===== config.mk =====
export PLATFORM = sky130hd
export DESIGN_NAME = lc3b_mem_arbiter_flat
export DESIGN_NICKNAME = d
export VERILOG_FILES = /design/src/rtl/lc3b_mem_arbiter_if.sv /design/src/rtl/lc3b_mem_arbiter.sv /design/src/flat_wrapper.sv
export SDC_FILE = /design/constraint.sdc
export NUM_CORES = 1
export LEC_CHECK = 0
export ABC_AREA = 1
export ABC_CLOCK_PERIOD_IN_PS = 2650
export CAP_MARGIN = 20
export CORE_ASPECT_RATIO = 0.8
export CORE_UTILIZATION = 34
export DETAILED_ROUTE_END_ITERATION = 8
export GPL_TIMING_DRIVEN = 0
export PLACE_DENSITY_LB_ADDON = 0.12
export SYNTH_ARGS = -nofsm -noshare
export SYNTH_HDL_FRONTEND = slang
export SYNTH_SLANG_ARGS = --single-unit

===== constraint.sdc =====
create_clock -name clk -period 2.65 [get_ports clk]
set_input_delay 0.53 -clock clk [delete_from_list [all_inputs] [get_ports clk]]
set_output_delay 0.53 -clock clk [all_outputs]
set_load 0.01 [all_outputs]

===== src/rtl/lc3b_mem_arbiter_if.sv =====
// Purpose: bundles the split CPU instruction/data memory ports and the single
//          physical memory port that the arbiter sits between.
// Ports:   slave modport = arbiter view (CPU requests and pmem responses in; CPU
//          responses and pmem strobes out); master modport = the opposite side.
interface lc3b_mem_arbiter_if #(
  parameter int ADDR_WIDTH = 16,
  parameter int DATA_WIDTH = 16
);
  localparam int BE_WIDTH = DATA_WIDTH / 8;

  // instruction port
  logic                  instruction_request;
  logic [ADDR_WIDTH-1:0] instruction_address;
  logic                  instruction_response;
  logic [DATA_WIDTH-1:0] instr;

  // data port
  logic                  data_request;
  logic                  write_enable;
  logic [ADDR_WIDTH-1:0] mem_address;
  logic [DATA_WIDTH-1:0] write_data;
  logic [BE_WIDTH-1:0]   mem_byte_enable;
  logic                  data_response;
  logic [DATA_WIDTH-1:0] mem_rdata;

  // physical memory port
  logic                  pmem_read;
  logic                  pmem_write;
  logic [ADDR_WIDTH-1:0] pmem_address;
  logic [DATA_WIDTH-1:0] pmem_wdata;
  logic [BE_WIDTH-1:0]   pmem_byte_enable;
  logic                  pmem_resp;
  logic [DATA_WIDTH-1:0] pmem_rdata;

  modport slave (
    input  instruction_request, instruction_address,
    output instruction_response, instr,
    input  data_request, write_enable, mem_address, write_data, mem_byte_enable,
    output data_response, mem_rdata,
    output pmem_read, pmem_write, pmem_address, pmem_wdata, pmem_byte_enable,
    input  pmem_resp, pmem_rdata
  );

  modport master (
    output instruction_request, instruction_address,
    input  instruction_response, instr,
    output data_request, write_enable, mem_address, write_data, mem_byte_enable,
    input  data_response, mem_rdata,
    input  pmem_read, pmem_write, pmem_address, pmem_wdata, pmem_byte_enable,
    output pmem_resp, pmem_rdata
  );
endinterface


===== src/rtl/lc3b_mem_arbiter.sv =====
// Purpose: merges CPU instruction and data ports onto one physical memory port,
//          one outstanding transaction, fair (round-robin) or fixed-priority ties.
// Latency: request in IDLE cycle t -> strobe from t+1; pmem_resp at k -> response
//          pulse at k+1 -> IDLE at k+2 (3 cycles per zero-wait transaction).
// Backpressure: requesters hold their request until their response pulse; the
//          physical side stalls indefinitely by withholding pmem_resp.
// Ports:   clk, rst (async active-high); bus = lc3b_mem_arbiter_if.slave.
module lc3b_mem_arbiter #(
  parameter int ADDR_WIDTH    = 16,
  parameter int DATA_WIDTH    = 16,
  parameter bit ROUND_ROBIN   = 1'b1,
  parameter bit DATA_PRIORITY = 1'b1
) (
  input logic                clk,
  input logic                rst,
  lc3b_mem_arbiter_if.slave  bus
);
  localparam int BE_WIDTH = DATA_WIDTH / 8;

  typedef enum logic [1:0] {IDLE, SERVE_I, SERVE_D, RESP} state_t;
  typedef enum logic {PORT_I, PORT_D} port_t;

  state_t                state;
  state_t                state_next;
  port_t                 last_grant;
  port_t                 owner;
  logic                  lat_we;
  logic [ADDR_WIDTH-1:0] lat_addr;
  logic [DATA_WIDTH-1:0] lat_wdata;
  logic [BE_WIDTH-1:0]   lat_be;
  logic [DATA_WIDTH-1:0] instr_q;
  logic [DATA_WIDTH-1:0] mem_rdata_q;
  logic                  grant_any;
  logic                  grant_d;
  logic                  serving;

  // Grant decision and next state. The grant is only consumed in IDLE.
  always_comb begin
    grant_any  = bus.instruction_request | bus.data_request;
    grant_d    = bus.data_request;
    state_next = state;
    if (bus.instruction_request && bus.data_request) begin
      if (ROUND_ROBIN) grant_d = (last_grant == PORT_I);
      else             grant_d = DATA_PRIORITY;
    end
    case (state)
      IDLE:             if (grant_any) state_next = grant_d ? SERVE_D : SERVE_I;
      SERVE_I, SERVE_D: if (bus.pmem_resp) state_next = RESP;
      RESP:             state_next = IDLE;  // never grants from RESP
      default:          state_next = IDLE;
    endcase
  end

  always_ff @(posedge clk or posedge rst) begin
    if (rst) state <= IDLE;
    else     state <= state_next;
  end

  always_ff @(posedge clk or posedge rst) begin
    if (rst) begin
      last_grant  <= PORT_I;
      owner       <= PORT_I;
      lat_we      <= 1'b0;
      lat_addr    <= '0;
      lat_wdata   <= '0;
      lat_be      <= '0;
      instr_q     <= '0;
      mem_rdata_q <= '0;
    end else begin
      if (state == IDLE && grant_any) begin
        last_grant <= grant_d ? PORT_D : PORT_I;
        owner      <= grant_d ? PORT_D : PORT_I;
        if (grant_d) begin
          lat_addr  <= bus.mem_address;
          lat_we    <= bus.write_enable;
          lat_wdata <= bus.write_data;
          // loads always read the full word
          lat_be    <= bus.write_enable ? bus.mem_byte_enable : '1;
        end else begin
          lat_addr  <= bus.instruction_address;
          lat_we    <= 1'b0;
          lat_wdata <= '0;
          lat_be    <= '1;
        end
      end
      if (state == SERVE_I && bus.pmem_resp)
        instr_q <= bus.pmem_rdata;
      // stores leave the last load value in place
      if (state == SERVE_D && bus.pmem_resp && !lat_we)
        mem_rdata_q <= bus.pmem_rdata;
    end
  end

  // Strobes decode straight from state so an async reset drops them at once.
  assign serving                  = (state == SERVE_I) || (state == SERVE_D);
  assign bus.pmem_read            = serving && !lat_we;
  assign bus.pmem_write           = serving && lat_we;
  assign bus.pmem_address         = lat_addr;
  assign bus.pmem_wdata           = lat_wdata;
  assign bus.pmem_byte_enable     = lat_be;
  assign bus.instruction_response = (state == RESP) && (owner == PORT_I);
  assign bus.data_response        = (state == RESP) && (owner == PORT_D);
  assign bus.instr                = instr_q;
  assign bus.mem_rdata            = mem_rdata_q;
endmodule


===== src/flat_wrapper.sv =====
// flat-port wrapper written by rule: the top's interface ports become plain ports
module lc3b_mem_arbiter_flat 
#(
  parameter int ADDR_WIDTH    = 16,
  parameter int DATA_WIDTH    = 16,
  parameter bit ROUND_ROBIN   = 1'b1,
  parameter bit DATA_PRIORITY = 1'b1
)
  (clk, rst, bus_instruction_request, bus_instruction_address, bus_instruction_response, bus_instr, bus_data_request, bus_write_enable, bus_mem_address, bus_write_data, bus_mem_byte_enable, bus_data_response, bus_mem_rdata, bus_pmem_read, bus_pmem_write, bus_pmem_address, bus_pmem_wdata, bus_pmem_byte_enable, bus_pmem_resp, bus_pmem_rdata);
  lc3b_mem_arbiter_if #(.ADDR_WIDTH(ADDR_WIDTH), .DATA_WIDTH(DATA_WIDTH)) bus_i ();
  input logic clk;
  input logic rst;
  input wire logic [$bits(bus_i.instruction_request)-1:0] bus_instruction_request;
  input wire logic [$bits(bus_i.instruction_address)-1:0] bus_instruction_address;
  output wire logic [$bits(bus_i.instruction_response)-1:0] bus_instruction_response;
  output wire logic [$bits(bus_i.instr)-1:0] bus_instr;
  input wire logic [$bits(bus_i.data_request)-1:0] bus_data_request;
  input wire logic [$bits(bus_i.write_enable)-1:0] bus_write_enable;
  input wire logic [$bits(bus_i.mem_address)-1:0] bus_mem_address;
  input wire logic [$bits(bus_i.write_data)-1:0] bus_write_data;
  input wire logic [$bits(bus_i.mem_byte_enable)-1:0] bus_mem_byte_enable;
  output wire logic [$bits(bus_i.data_response)-1:0] bus_data_response;
  output wire logic [$bits(bus_i.mem_rdata)-1:0] bus_mem_rdata;
  output wire logic [$bits(bus_i.pmem_read)-1:0] bus_pmem_read;
  output wire logic [$bits(bus_i.pmem_write)-1:0] bus_pmem_write;
  output wire logic [$bits(bus_i.pmem_address)-1:0] bus_pmem_address;
  output wire logic [$bits(bus_i.pmem_wdata)-1:0] bus_pmem_wdata;
  output wire logic [$bits(bus_i.pmem_byte_enable)-1:0] bus_pmem_byte_enable;
  input wire logic [$bits(bus_i.pmem_resp)-1:0] bus_pmem_resp;
  input wire logic [$bits(bus_i.pmem_rdata)-1:0] bus_pmem_rdata;
  assign bus_i.instruction_request = bus_instruction_request;
  assign bus_i.instruction_address = bus_instruction_address;
  assign bus_instruction_response = bus_i.instruction_response;
  assign bus_instr = bus_i.instr;
  assign bus_i.data_request = bus_data_request;
  assign bus_i.write_enable = bus_write_enable;
  assign bus_i.mem_address = bus_mem_address;
  assign bus_i.write_data = bus_write_data;
  assign bus_i.mem_byte_enable = bus_mem_byte_enable;
  assign bus_data_response = bus_i.data_response;
  assign bus_mem_rdata = bus_i.mem_rdata;
  assign bus_pmem_read = bus_i.pmem_read;
  assign bus_pmem_write = bus_i.pmem_write;
  assign bus_pmem_address = bus_i.pmem_address;
  assign bus_pmem_wdata = bus_i.pmem_wdata;
  assign bus_pmem_byte_enable = bus_i.pmem_byte_enable;
  assign bus_i.pmem_resp = bus_pmem_resp;
  assign bus_i.pmem_rdata = bus_pmem_rdata;
  lc3b_mem_arbiter #(.ADDR_WIDTH(ADDR_WIDTH), .DATA_WIDTH(DATA_WIDTH), .ROUND_ROBIN(ROUND_ROBIN), .DATA_PRIORITY(DATA_PRIORITY)) u_core (.clk(clk), .rst(rst), .bus(bus_i));
endmodule

# After elaboration in Yosys (flattened, before gate mapping)
# Index checks and enable logic that the tools add are counted.
# Widths: inputs -> output; s select.
dict set report op_classes {
  mux 11
  n_bitwise 2
  reduce_logical 14
  eq_ne 5
}
# op n
set ops {}
lappend ops {{$mux 16} 2}
lappend ops {{$mux 2} 5}
lappend ops {{$logic_and 1x1->1} 9}
lappend ops {{$pmux 2 s3} 1}
lappend ops {{$eq 2x2->1 const B} 2}
lappend ops {{$mux 1} 3}
lappend ops {{$eq 2x1->1 const B} 1}
lappend ops {{$logic_not 2->1} 1}
lappend ops {{$ne 2x1->1 const B} 1}
lappend ops {{$ne 2x2->1 const B} 1}
lappend ops {{$reduce_and 2->1} 1}
lappend ops {{$reduce_or 2->1} 1}
lappend ops {{$logic_not 1->1} 1}
lappend ops {{$logic_or 1x1->1} 1}
lappend ops {{$not 1->1} 1}
lappend ops {{$or 1x1->1} 1}
dict set report totals {
  out_inout_bits 70
  ff_bits 70
  inputBits 72
  wordCells 40
}

# Depth between registers and ports, before layout
# Gate-level depths: netlist of run 1.
dict set report depth {
  word_depth 5
  mapped_depth 8
  ltp_nobuf 8
}

# Worst setup path before layout of run 1
# OpenSTA, ideal clock, no wires.
dict set report synth_timing {
  kind {register -> output}
  start {register u_core.state[0]}
  end {output port bus_pmem_read}
  arrival_ns 0.936
  path_stages_with_launch 5
  path_slack_ns 1.184
  cell_sequence {dfrtp_1 -> inv_1 -> ha_1 -> inv_1 -> nor2_1}
}
dict set report synth_between {
  elab_chain_len 3
  word_cells_on_any_way 4
  cone_classes {2 x eq/ne; 2 x reduce/logical}
}
# element line_no
set synth_rtl {}
lappend synth_rtl {{start: declaration} lc3b_mem_arbiter.sv:23} ;# state_t state;
lappend synth_rtl {{start signal: assignment} lc3b_mem_arbiter.sv:56} ;# else state <= state_next;
lappend synth_rtl {{$eq 2x1->1 / $eq 2x2->1 (equally long branches)} lc3b_mem_arbiter.sv:95} ;# assign serving = (state == SERVE_I) || (state == SERVE_D);
lappend synth_rtl {{$logic_or 1x1->1 *} lc3b_mem_arbiter.sv:95}
lappend synth_rtl {{$logic_and 1x1->1 *} lc3b_mem_arbiter.sv:96} ;# assign bus.pmem_read = serving && !lat_we;
lappend synth_rtl {{end: declaration} flat_wrapper.sv:24} ;# output wire logic [$bits(bus_i.pmem_read)-1:0] bus_pmem_read;
# Mark *: on every way between the ends. The rest lies on a longest branch, timed or not.

# Worst setup path after layout of run 1
# Ends and elaborated chain as after synthesis.

==> results of run 1 <==
layout make-up:
cell class	count	area, um2	area share [%]
sequential	70	1750	35.4
multi-input combinational	233	1070	21.6
inverter	46	175	3.54
clock buffer	10	229	4.63
timing repair buffer	140	1400	28.3
tap	112	140	2.83
buffer	16	121	2.45
clock inverter	5	60.1	1.21
cell families after synthesis:
| kind of cell | synth area share [%] |
|---|---|
| AO/OA/AOI/OAI | 5.90 |
| adder cells (fa/ha/maj) | 1.61 |
| buffers and inverters | 9.43 |
| flip-flops | 56.2 |
| AND/OR/NAND/NOR | 26.9 |
per-stage QoR:
stage	hold WS [ns]	area, um2	setup WS, ns	setup TNS [ns]
floorplan	0.497	3120	0.352	0
global placement	0.462	4660	-0.873	-60.96
detailed placement	0.466	4660	0.636	0
CTS	0.481	4950	0.278	0
global route	0.494	4950	0.198	0
finish	0.479	4950	0.293	0
per-layer routing:
| layer | track usage (%) | up-vias |
|---|---|---|
| met5 | 0 | - |
| met2 | 29.3 | 92 |
| met3 | 5.13 | 10 |
| met4 | 6.63 | 0 |
| li1 | - | 1419 |
| met1 | 24.8 | 1306 |
tightest hold or removal path: cells and delay by family (launching register included):
family           cells  cell delay, ns
DFF                  1            0.34
and+or+nand+nor      2            0.11
sequential cells by signal, summed over array words and instances (netlist names):
| name | flops |
|---|---|
| u_core.bus.pmem_wdata | 16 |
| u_core.bus.pmem_address | 16 |
| u_core.lat_we | 1 |
| u_core.bus.instr | 16 |
| u_core.last_grant | 1 |
| u_core.bus.mem_rdata | 16 |
| u_core.bus.pmem_byte_enable | 2 |
| u_core.state | 2 |
worst max-delay path by stage:
stage	end	start	slack, ns	depth (start not counted)
after detailed placement	bus_pmem_read	u_core.state[0]	0.64	5
after CTS	bus_pmem_read	u_core.state[0]	0.28	5
after global placement	u_core.bus.pmem_address[5]	rst	-0.87	2
after floorplan	u_core.bus.instr[0]	rst	0.35	1
after global routing	bus_pmem_read	u_core.state[0]	0.20	5
final	bus_pmem_read	u_core.state[0]	0.29	5
power by group through the flow:
stage                     clock network, W  registers, W  logic, W
final                              0.00117       0.00186   0.00258
after global routing               0.00125       0.00193   0.00288
after CTS                          0.00120       0.00186   0.00262
after detailed placement                 0       0.00187   0.00262
after global placement                   0       0.00186   0.00258
after floorplan                          0       0.00208  0.000980
cell usage in the layout, fill, tap and decap left out, types with 2 or more instances in the layout:
cell and n:
clkbuf_16 9, nand3b_1 16, buf_6 5, nor2_4 2, nor2_1 3, nand3_1 17
clkbuf_1 5, o21ai_0 34, inv_1 42, clkdlybuf4s50_1 140, nand2_1 152, dfrtp_1 70
buf_2 4, inv_2 3, buf_4 2, ha_1 4
==> impl_metrics.env, run 1 <==
export IMPL_crit_required_ns=2.12
export IMPL_slowest_delay_ns=0.57
export IMPL_seq_power_share_pct=33.2
export IMPL_slew_headroom_pct=43.4
export IMPL_wl_met2_um=3790
export IMPL_period_share_pct=89.0
export IMPL_wire_per_inst_um=13.0
export IMPL_synth_edff_count=0
export IMPL_dieArea_um2=9560
export IMPL_p_per_area_nw_per_um2=1130
export IMPL_drtAntennaViolNets=0
export IMPL_tightestPinTransition_ns=0.849
export IMPL_wl_um=8230
export IMPL_synth_seq_area_share_pct=56.2
export IMPL_drc=0
export IMPL_row_count=30
export IMPL_dr_wl_met3_um=612
export IMPL_area_growth_pct=58.8
export IMPL_synth_seq_cells=70
export IMPL_dpl_cell_count=617
export IMPL_synth_area_leaders="dfrtp_1 56%, nand2_1 18%, o21ai_0 5.5%"
export IMPL_first_pass_iters=4
export IMPL_rr_startpoint="u_core.state[0]"
export IMPL_hpwl_um=5950
export IMPL_wl_met1_um=3720
export IMPL_vias=2827
export IMPL_fill_cells=795
export IMPL_skew_ns=0.00486
export IMPL_crit_type="flop to output port"
export IMPL_synthArstFlopShare_pct=100
export IMPL_total_leakage_power_nw=2.44
export IMPL_swShare_pct=34.6
export IMPL_critPathMostFrequentCell="inv_1"
export IMPL_synth_cell_type_count=20
export IMPL_setup_viol=0
export IMPL_yosysMostFrequentCell="nand2_1"
export IMPL_final_cells=632
export IMPL_synthFlopType="dfrtp_1"
export IMPL_post_cts_buffers=0
export IMPL_finalMaxSlewViolations=0
export IMPL_syn_inst=365
export IMPL_worstSkewPairLatency_ns=0.32
export IMPL_clkTransAtPathRegs_ns=0.06
export IMPL_grt_pass1_wl_um=13400
export IMPL_min_to="u_core.bus.pmem_wdata[14]"
export IMPL_critPathCaptureType="output port"
export IMPL_power_switching_w=0.00194
export IMPL_hold_depth=2
export IMPL_hold_buffers=0
export IMPL_fin_crit_ns=2.36
export IMPL_grt_pass1_vias=2767
export IMPL_top_layer="met4"
export IMPL_utilization_pct=57.1
export IMPL_final_nets=592
export IMPL_initial_utilization_pct=35.9
export IMPL_cpLargestDelayFamily="buffers and inverters"
export IMPL_yosysWarnings=0
export IMPL_p_total_w=0.00561
export IMPL_ys_top_cells_by_count="152 x nand2_1, 70 x dfrtp_1, 43 x inv_1, 34 x o21ai_0, 17 x nand3_1"
export IMPL_pwr_share_comb_pct=46.0
export IMPL_synth_top_cell_area_share_pct=56.2
export IMPL_yosys_area_top_type="dfrtp_1"
export IMPL_syn_num_nets=441
export IMPL_slowest_stage="clkdlybuf4s50_1"
export IMPL_drive_above_1_share_pct=6.92
export IMPL_rr_endpoint="u_core.bus.mem_rdata[3]"
export IMPL_place_congestion=0.748
export IMPL_pwr_share_clk_pct=20.8
export IMPL_hold_viol_final=0
export IMPL_antenna_cells=0
export IMPL_coreArea_um2=8670
export IMPL_syn_area_um2=3120
export IMPL_drtIter0Drc=173
export IMPL_crit_chain="inv_1 > ha_1 > inv_1 > nor2_1 > clkdlybuf4s50_1"
export IMPL_rr_worst_depth=5
export IMPL_cts_sinks=70
export IMPL_status="finished clean"
export IMPL_io_pins=142
export IMPL_cts_tree="yes"
export IMPL_intPower_w=0.00367
export IMPL_cap_violations=0
export IMPL_via_per_inst=4.47
export IMPL_dieWidth_um=109
export IMPL_cts_root_buf="clkbuf_16"
export IMPL_grtUsageTotal_pct=18.7
export IMPL_io_buffer_count=140
export IMPL_cts_resized=0
export IMPL_fmax_mhz=424
export IMPL_overflow=0
export IMPL_die_y_um=87.6
export IMPL_grt_max_degree=71
export IMPL_cts_made_buffers=9
export IMPL_critPathBufInv=3
export IMPL_critPathArrivalTime_ns=1.83
export IMPL_hold_start="u_core.bus.pmem_wdata[14]"
export IMPL_hold_path_class="flop to flop"
export IMPL_cp_start_kind="flop"
export IMPL_max_vdd_ir_drop_uv=432
export IMPL_crit_fanout=4
export IMPL_rsz0062_at_grt="no"
export IMPL_r2r_slack_ns=1.08
export IMPL_htree_num_levels=3
export IMPL_grt_antenna_before_repair=0
export IMPL_avgSynthCellArea_um2=8.54
export IMPL_clk_path_buf_depth=2
No activity file was read; power rests on OpenSTA's default activity.
==> run 2, diff against run 1 <==
- REMOVE_ABC_BUFFERS: default -> 1
==> run 2 against run 1 <==
- clock-buffer cell count unchanged
- first-iteration DRC count decreased by 50%
- critical path depth unchanged
- fmax decreased by 0.34%
- die area unchanged
- via count decreased by 3.2%
- design area decreased by 1.2%
- sequential power about the same
- non-clock buffer count decreased by 14
- sequential share of layout area increased by 0.43 points
- routed wire length decreased by 4.1%
- global-route usage decreased by 1.2 points
- largest power group unchanged
==> impl_metrics.env, run 2 (same netlist as run 1, synthesis figures left out) <==
export IMPL_first_pass_iters=4
export IMPL_vias=2736
export IMPL_grt_pass1_vias=2640
export IMPL_period_share_pct=89.3
export IMPL_r2r_slack_ns=0.59
export IMPL_crit_required_ns=2.12
export IMPL_total_leakage_power_nw=2.41
export IMPL_grtUsageTotal_pct=17.5
export IMPL_grt_antenna_before_repair=0
export IMPL_cts_sinks=70
export IMPL_holdWs_ns=0.475
export IMPL_p_total_w=0.00559
export IMPL_final_cell_mix="152 x nand2_1, 140 x clkdlybuf4s50_1, 70 x dfrtp_1"
export IMPL_coreArea_um2=8670
export IMPL_skew_ns=0.00396
export IMPL_slowest_stage="clkdlybuf4s50_1"
export IMPL_overflow=0
export IMPL_dieWidth_um=109
export IMPL_wl_um=7900
export IMPL_clkTransAtPathRegs_ns=0.05
export IMPL_initial_utilization_pct=35.9
export IMPL_post_cts_buffers=0
export IMPL_final_seq_area_um2=1750
export IMPL_hold_start="u_core.bus.pmem_wdata[8]"
export IMPL_rr_endpoint="u_core.bus.pmem_wdata[7]"
export IMPL_drtAntennaViolNets=0
export IMPL_cts_tree="yes"
export IMPL_antenna_cells=0
export IMPL_wire_per_inst_um=12.8
export IMPL_fmax_mhz=423
export IMPL_io_pins=142
export IMPL_setup_viol=0
export IMPL_grt_pass1_wl_um=12600
export IMPL_hpwl_um=5390
export IMPL_status="finished clean"
export IMPL_finalMaxSlewViolations=0
export IMPL_layout_commonest_cell="nand2_1"
export IMPL_slew_headroom_pct=39.7
export IMPL_hold_buffers=0
export IMPL_rr_startpoint="u_core.state[0]"
export IMPL_cpLargestDelayFamily="buffers and inverters"
export IMPL_critPathMostFrequentCell="inv_1"
export IMPL_cap_violations=0
export IMPL_die_y_um=87.6
export IMPL_rsz0062_at_grt="no"
export IMPL_place_congestion=0.716
export IMPL_crit_chain="inv_1 > ha_1 > inv_1 > nor2_1 > clkdlybuf4s50_1"
export IMPL_rr_worst_depth=7
export IMPL_cts_made_buffers=9
export IMPL_grt_max_degree=71
export IMPL_placed_area_um2=4550
export IMPL_min_to="u_core.bus.pmem_wdata[8]"
export IMPL_final_nets=578
export IMPL_htree_num_levels=3
export IMPL_area_growth_pct=56.9
export IMPL_via_per_inst=4.42
export IMPL_slowest_delay_ns=0.54
export IMPL_drc=0
export IMPL_fill_cells=813
export IMPL_io_buffer_count=141
export IMPL_tightestPinTransition_ns=0.902
export IMPL_critPathBufInv=3
export IMPL_critPathArrivalTime_ns=1.84
export IMPL_hold_path_class="flop to flop"
export IMPL_crit_type="flop to output port"
export IMPL_dpl_cell_count=602
export IMPL_final_cells=619
export IMPL_hold_viol_final=0
export IMPL_p_per_area_nw_per_um2=1140
export IMPL_drive_above_1_share_pct=5.33
export IMPL_multiInputGateArea_um2=1070
export IMPL_dieArea_um2=9560
export IMPL_clk_path_buf_depth=2
export IMPL_finalSetupTns_ns=0
export IMPL_crit_fanout=4
export IMPL_max_vdd_ir_drop_uv=555
export IMPL_cp_start_kind="flop"
export IMPL_hold_depth=2
export IMPL_drtIter0Drc=86
export IMPL_worstSkewPairLatency_ns=0.32
export IMPL_cts_root_buf="clkbuf_16"
export IMPL_row_count=30
export IMPL_critPathCaptureType="output port"
export IMPL_fin_crit_ns=2.37
export IMPL_design_area_um2=4890
==> run 2: how the worst max path moves through the flow <==
stage / from / to / slack, ns / cells past startpoint
floorplan: rst / u_core.bus.instr[0] / 0.35 / 1
global placement: rst / u_core.bus.pmem_address[5] / -0.93 / 2
detailed placement: bus_data_request / u_core.bus.pmem_address[3] / -0.29 / 6
CTS: bus_data_request / u_core.bus.pmem_byte_enable[1] / 0.08 / 6
global route: u_core.state[0] / bus_pmem_read / 0.11 / 5
finish: u_core.state[0] / bus_pmem_read / 0.28 / 5
==> run 2: area by class of cell <==
type / instances / share of cell area (%)
Sequential cell: 70 / 35.8
Timing Repair Buffer: 142 / 29.2
Multi-Input combinational cell: 233 / 21.9
Clock buffer: 10 / 4.89
Inverter: 46 / 3.58
Tap cell: 112 / 2.87
Clock inverter: 6 / 1.74
==> run 2: power by group <==
part / switching, W / internal (W) / total, W / leakage, nW
sequential: 0.000271 / 0.00158 / 0.00185 / 0.878
combinational: 0.00118 / 0.00127 / 0.00245 / 1.38
clock: 0.000445 / 0.000845 / 0.00129 / 0.154
total: 0.00189 / 0.00370 / 0.00559 / 2.41
==> run 2: stage by stage <==
| step | util [%] | setup slack (ns) |
|---|---|---|
| 2_1_floorplan | - | 0.352 |
| 3_5_place_dp | 52.5 | -0.294 |
| 3_3_place_gp | 52.4 | -0.931 |
| 5_1_grt | 56.4 | 0.106 |
| 4_1_cts | 56.2 | 0.0754 |
| 6_report | 56.4 | 0.285 |
==> run 2: worst min-delay path, delay by kind of cell (launching register included) <==
kind,cells,cell delay [ns]
flops,1,0.34
simple gates,2,0.11
==> run 2: per-layer routing <==
| metal | global-route usage [%] | part of all wire, % | vias up |
|---|---|---|---|
| li1 | - | - | 1391 |
| met1 | 21.5 | 47 | 1263 |
| met2 | 28.6 | 47 | 78 |
| met3 | 5.51 | 5.9 | 4 |
| met4 | 7.00 | 0.67 | 0 |
| met5 | 0 | 0 | - |
==> run 2: what timing repair did <==
item                                   in CTS  in global routing
gates resized for setup                     0                  1
endpoints found under the hold margin       0                  0
setup endpoints to repair                   0                 35
